--- config.mk ---
export PLATFORM = sky130hd
export DESIGN_NAME = mem_port_arbiter
export DESIGN_NICKNAME = d
export VERILOG_FILES = /design/src/rtl/mem_port_arbiter.sv
export SDC_FILE = /design/constraint.sdc
export NUM_CORES = 1
export LEC_CHECK = 0
export BUFFER_PORTS_ARGS = -buffer_cell sky130_fd_sc_hd__buf_2
export CAP_MARGIN = 20
export CELL_PAD_IN_SITES_DETAIL_PLACEMENT = 1
export CELL_PAD_IN_SITES_GLOBAL_PLACEMENT = 1
export CORE_MARGIN = 5
export CORE_UTILIZATION = 36
export DETAILED_ROUTE_END_ITERATION = 7
export PLACE_DENSITY_LB_ADDON = 0.1
export SYNTH_ARGS = -nofsm -noshare
export SYNTH_HDL_FRONTEND = slang
export SYNTH_SLANG_ARGS = --single-unit
export TNS_END_PERCENT = 30
--- constraint.sdc ---
create_clock -name clk -period 1.5 [get_ports clk]
set_input_delay 0 -clock clk [delete_from_list [all_inputs] [get_ports clk]]
set_output_delay 0 -clock clk [all_outputs]
set_load 0.05 [all_outputs]
--- src/rtl/mem_port_arbiter.sv ---
// Arbiter for the shared IF/MEM memory port: grant, port handshake, one response register.
// Optional IF starvation guard enabled by defining MEM_ARB_STARVE_GUARD_EN.
module mem_port_arbiter #(
   parameter int DW       = 32,
   parameter int MAX_WAIT = 4
) (
   input  logic          clk,
   input  logic          rst_n,
   input  logic          if_req,
   input  logic          mem_req,
   input  logic          mem_we,
   input  logic          port_ack,
   input  logic [DW-1:0] port_rdata,
   output logic          port_sel,
   output logic          port_valid,
   output logic          port_we,
   output logic          if_ready,
   output logic          mem_ready,
   output logic [DW-1:0] rsp_rdata
);

   typedef enum logic [1:0] {IDLE, ISSUE, RESP} state_t;

   state_t state;
   logic   if_first;
   logic   grant_mem;

   if (MAX_WAIT < 1 || MAX_WAIT > 15) begin : g_bad_max_wait
      $error("mem_port_arbiter: MAX_WAIT must be in 1..15");
   end

`ifdef MEM_ARB_STARVE_GUARD_EN
   logic [3:0] wait_cnt;

   // IF overrides MEM priority once MEM has won MAX_WAIT arbitrations in a row against it
   assign if_first = if_req && (wait_cnt == 4'(MAX_WAIT));

   always_ff @(posedge clk or negedge rst_n) begin
      if (!rst_n) begin
         wait_cnt <= '0;
      end else if (state == IDLE && (mem_req || if_req)) begin
         if (grant_mem && if_req)
            wait_cnt <= wait_cnt + 4'd1;
         else
            wait_cnt <= '0;
      end
   end
`else
   assign if_first = 1'b0;
`endif

   assign grant_mem = mem_req && !if_first;

   always_ff @(posedge clk or negedge rst_n) begin
      if (!rst_n) begin
         state      <= IDLE;
         port_sel   <= 1'b0;
         port_valid <= 1'b0;
         port_we    <= 1'b0;
         if_ready   <= 1'b0;
         mem_ready  <= 1'b0;
         rsp_rdata  <= '0;
      end else begin
         if_ready  <= 1'b0;
         mem_ready <= 1'b0;
         case (state)
            IDLE: begin
               if (mem_req || if_req) begin
                  state      <= ISSUE;
                  port_sel   <= grant_mem;
                  port_valid <= 1'b1;
                  port_we    <= grant_mem && mem_we;
               end
            end
            ISSUE: begin
               if (port_ack) begin
                  state      <= RESP;
                  rsp_rdata  <= port_rdata;
                  port_valid <= 1'b0;
                  port_we    <= 1'b0;
                  if_ready   <= !port_sel;
                  mem_ready  <= port_sel;
               end
            end
            RESP: begin
               state <= IDLE;
            end
            default: begin
               state <= IDLE;
            end
         endcase
      end
   end

endmodule

* Yosys cells after proc, flatten, opt, wreduce, memory -nomap -nowiden
Cells that the tools add are included.
Storage, ports and cells: register bits 39, bits of input ports 38, output and inout bits 37, word-level logic and storage cells 31
Operators by class: eq/ne operators 3, muxes and demuxes 12, reductions and logical operators 9
Operators with widths (number):
- $mux W1 | 7
- $reduce_and A2 Y1 | 3
- $mux W2 | 2
- $ne A2 B2 Y1 const B | 2
- $pmux W1 S2 | 2
- $pmux W2 S2 | 1
- $reduce_and A3 Y1 | 1
- $eq A2 B1 Y1 const B | 1
- $logic_not A2 Y1 | 1
- $reduce_bool A2 Y1 | 1
- $logic_and A1 B1 Y1 | 1
- $logic_not A1 Y1 | 1
- $logic_or A1 B1 Y1 | 1

* Logic depth before layout (Yosys ltp)
depth after elaboration 3, gate-level depth with buffers 5, gate-level depth less buffers 3

* Worst setup path after synthesis
OpenSTA, ideal clock, no wires.
path kind flip-flop to flip-flop, from reg state[1], to reg rsp_rdata[0], library setup time 0.125 ns, arrival time 1.100 ns, data required time 1.375 ns, setup slack 0.274 ns, stages on the path, launching flop included 5, path through dfrtp_1 nand3b_1 buf_6 buf_12 mux2_4
On the way: word-level cells in the longest chain between the ends 2
Ends and longest elaborated chain:
- from (decl) | line 24 | state_t state;
- from (signal assigned) | line 56 | state <= IDLE;
- from (signal assigned) | line 69 | state <= ISSUE;
- from (signal assigned) | line 77 | state <= RESP;
- $eq A2 B1 Y1 | line 66 | case (state)
- $reduce_and A2 Y1 (no line)
- to (signal assigned) | line 78 | rsp_rdata <= port_rdata;
- to (decl) | line 19 | output logic [DW-1:0] rsp_rdata
Every way passes these cells. A chain may end at the register's enable or synchronous reset.

* Worst setup path in the final report
from reg state[0], to reg rsp_rdata[13]
The elaborated chain is that of the path after synthesis.

==> metrics.yaml <==
global_route:
  grt_usage_pct: 14.9
  grt_pass1_vias: 1368
  grt_pass1_wl_um: 6940
  grt_overflow: 0
  antenna_found_initial: 0
  grt_max_degree: 40
synth:
  synth_nets: 128
  postSynthCellCount: 90
  ys_seq_area_share_pct: 61.9
  synth.ff_latch_count: 39
  synth_area_sq_mm: 0.00158
  ys_warn_count: 0
  ys_types: 15
  syn_avg_cell_area_sq_um: 17.5
sta:
  min_period_ps: 1300
  final_hold_viol_count: 0
  finalMaxSlewViolations: 0
  fmax_ghz: 0.767
  fin_skew_ps: 8.47
  setup_viol: 0
  rsz0062_at_grt: "no"
  hold_slack_ps: 8.49
  fin_crit_sh_pct: 87.0
  tightest_slew_ps: 486
  setup_tns_ps: 0
  maxSlewHeadroom_pct: 67.6
place:
  io_buffers: 74
  gp_congestion: 0.699
  hpwl_um: 2590
min_path:
  whs_path_depth: 3
  min-delay-start: "if_req"
  hp-class: "primary input to register"
setup_path:
  crit_fanout: 36
  crit_path_start_kind: "register"
  worstReg2RegStart: "state[0]"
  cp-end-kind: "register"
  rr_worst_depth: 3
  crit_type: "register to register"
  crit_arrival_ps: 1470
  crit_required_ps: 1670
  cp-startpoint: "state[0]"
clock_tree:
  clk_latency_ps: 290
  h-tree-depth: 2
  cts_buffers: 5
  clk_pin_slew_ps: 70
  cts.sinks: 39
  cts_tree: "done"
  cts_resized: 0
  clock_path_buffers: 2
  cts_root_buf: "clkbuf_8"
routing:
  post_drt_via_cell_ratio: 4.47
  vias: 1148
  detail-route-antenna-nets: 0
  wl_per_cell_um: 15.8
  drt_iter0_markers: 31
  totalWireLength_um: 4070
  dr.pass1.iters: 4
  route.detailed.drc: 0
floorplan:
  core_sq_mm: 0.00429
  io_pins: 75
  die_x_um: 76.2
  row_count: 24
  die_h_um: 76.2
  start_util_pct: 36.7
  dieArea_sq_mm: 0.00580
power_and_ir_drop:
  ir_drop_mv: 0.882
  p_leak_nw: 1.27
  power.density_mw_per_mm2: 2380
final_layout:
  layout_commonest_cell: "buf_2"
  drive_above_1_share_pct: 56.6
  final_nets: 242
  final_cell_mix: "buf_2 (74), dfrtp_1 (39), dlygate4sd3_1 (35)"
  diodes: 0
  area_delta_synth_final_pct: 54.0
flow_run:
  drv_cap: 0
status:
  outcome: "finished clean"
per-layer routing:
layer / wire, um / vias to the layer above / track usage [%]
met5: 0 / - / 0
met4: 70 / 0 / 5.94
met3: 237 / 7 / 4.85
met2: 2060 / 39 / 24.1
met1: 1700 / 565 / 18.3
li1: - / 537 / -
Yosys cell counts, drive strengths merged:
cell    count  area, sq um
mux2       32          458
and3        1         6.26
and2        1         6.26
nand3b      1         7.51
nor2        3         11.3
a22o        1         8.76
inv         1         3.75
buf         4         62.6
a31o        1         8.76
o21ai       1         5.00
dfrtp      39          976
o31ai       1         7.51
nand2       4         15.0
critical path: stages (launching register included):
cell      delay, ps
dfrtp_1         400
nand3b_1        140
buf_12          270
mux2_2          370
through the flow:
| step | total power [mW] | setup slack (ps) | std cells | cell area [sq um] | util [%] |
|---|---|---|---|---|---|
| 2_1_floorplan | 4.29 | 274 | 90 | 1580 | - |
| 3_3_place_gp | 4.93 | 226 | 214 | 1980 | 46.0 |
| 3_5_place_dp | 4.98 | 191 | 214 | 1980 | 46.0 |
| 4_1_cts | 5.85 | 183 | 257 | 2430 | 56.5 |
| 5_1_grt | 6.04 | 130 | 257 | 2430 | 56.5 |
| 6_report | 5.78 | 196 | 257 | 2430 | 56.5 |
power breakdown:
| group | total, mW | internal (mW) | switching, mW |
|---|---|---|---|
| Combinational | 3.23 | 1.02 | 2.21 |
| Clock | 0.763 | 0.419 | 0.344 |
| Sequential | 1.79 | 1.53 | 0.256 |
| Total | 5.78 | 2.98 | 2.81 |
worst paths after layout:
path | to | slack, ps
setup / recovery | rsp_rdata[13] | 200
hold / removal | state[0] | 8
setup reg to reg | rsp_rdata[13] | 200
hold reg to reg | state[0] | 450
max in group asynchronous | rsp_rdata[15] | 870
min in group asynchronous | rsp_rdata[24] | 290
cell type report:
| class | count | area, sq um |
|---|---|---|
| clock buffer | 8 | 100 |
| inverter | 1 | 3.75 |
| fill | 446 | 1870 |
| sequential | 39 | 976 |
| multi-input combinational | 46 | 534 |
| timing repair buffer | 111 | 748 |
| tap | 52 | 65.1 |
state kept, by name, summed over array words and instances (netlist names):
name,count
port_sel,1
if_ready,1
rsp_rdata,32
port_valid,1
mem_ready,1
state,2
port_we,1
what timing repair did:
item | 4_1_cts | 5_1_grt
hold buffers | 35 | 0
buffers inserted | 0 | 0
hold endpoints to repair | 73 | 0
endpoints found under the setup margin | 0 | 0
cells by family after synthesis:
| logic type | synth area share (%) |
|---|---|
| muxes | 29.0 |
| buffers and inverters | 4.21 |
| and+or+nand+nor | 2.94 |
| DFF | 61.9 |
| AOI/OAI and AO/OA | 1.90 |
(Power assumes the default switching activity.)
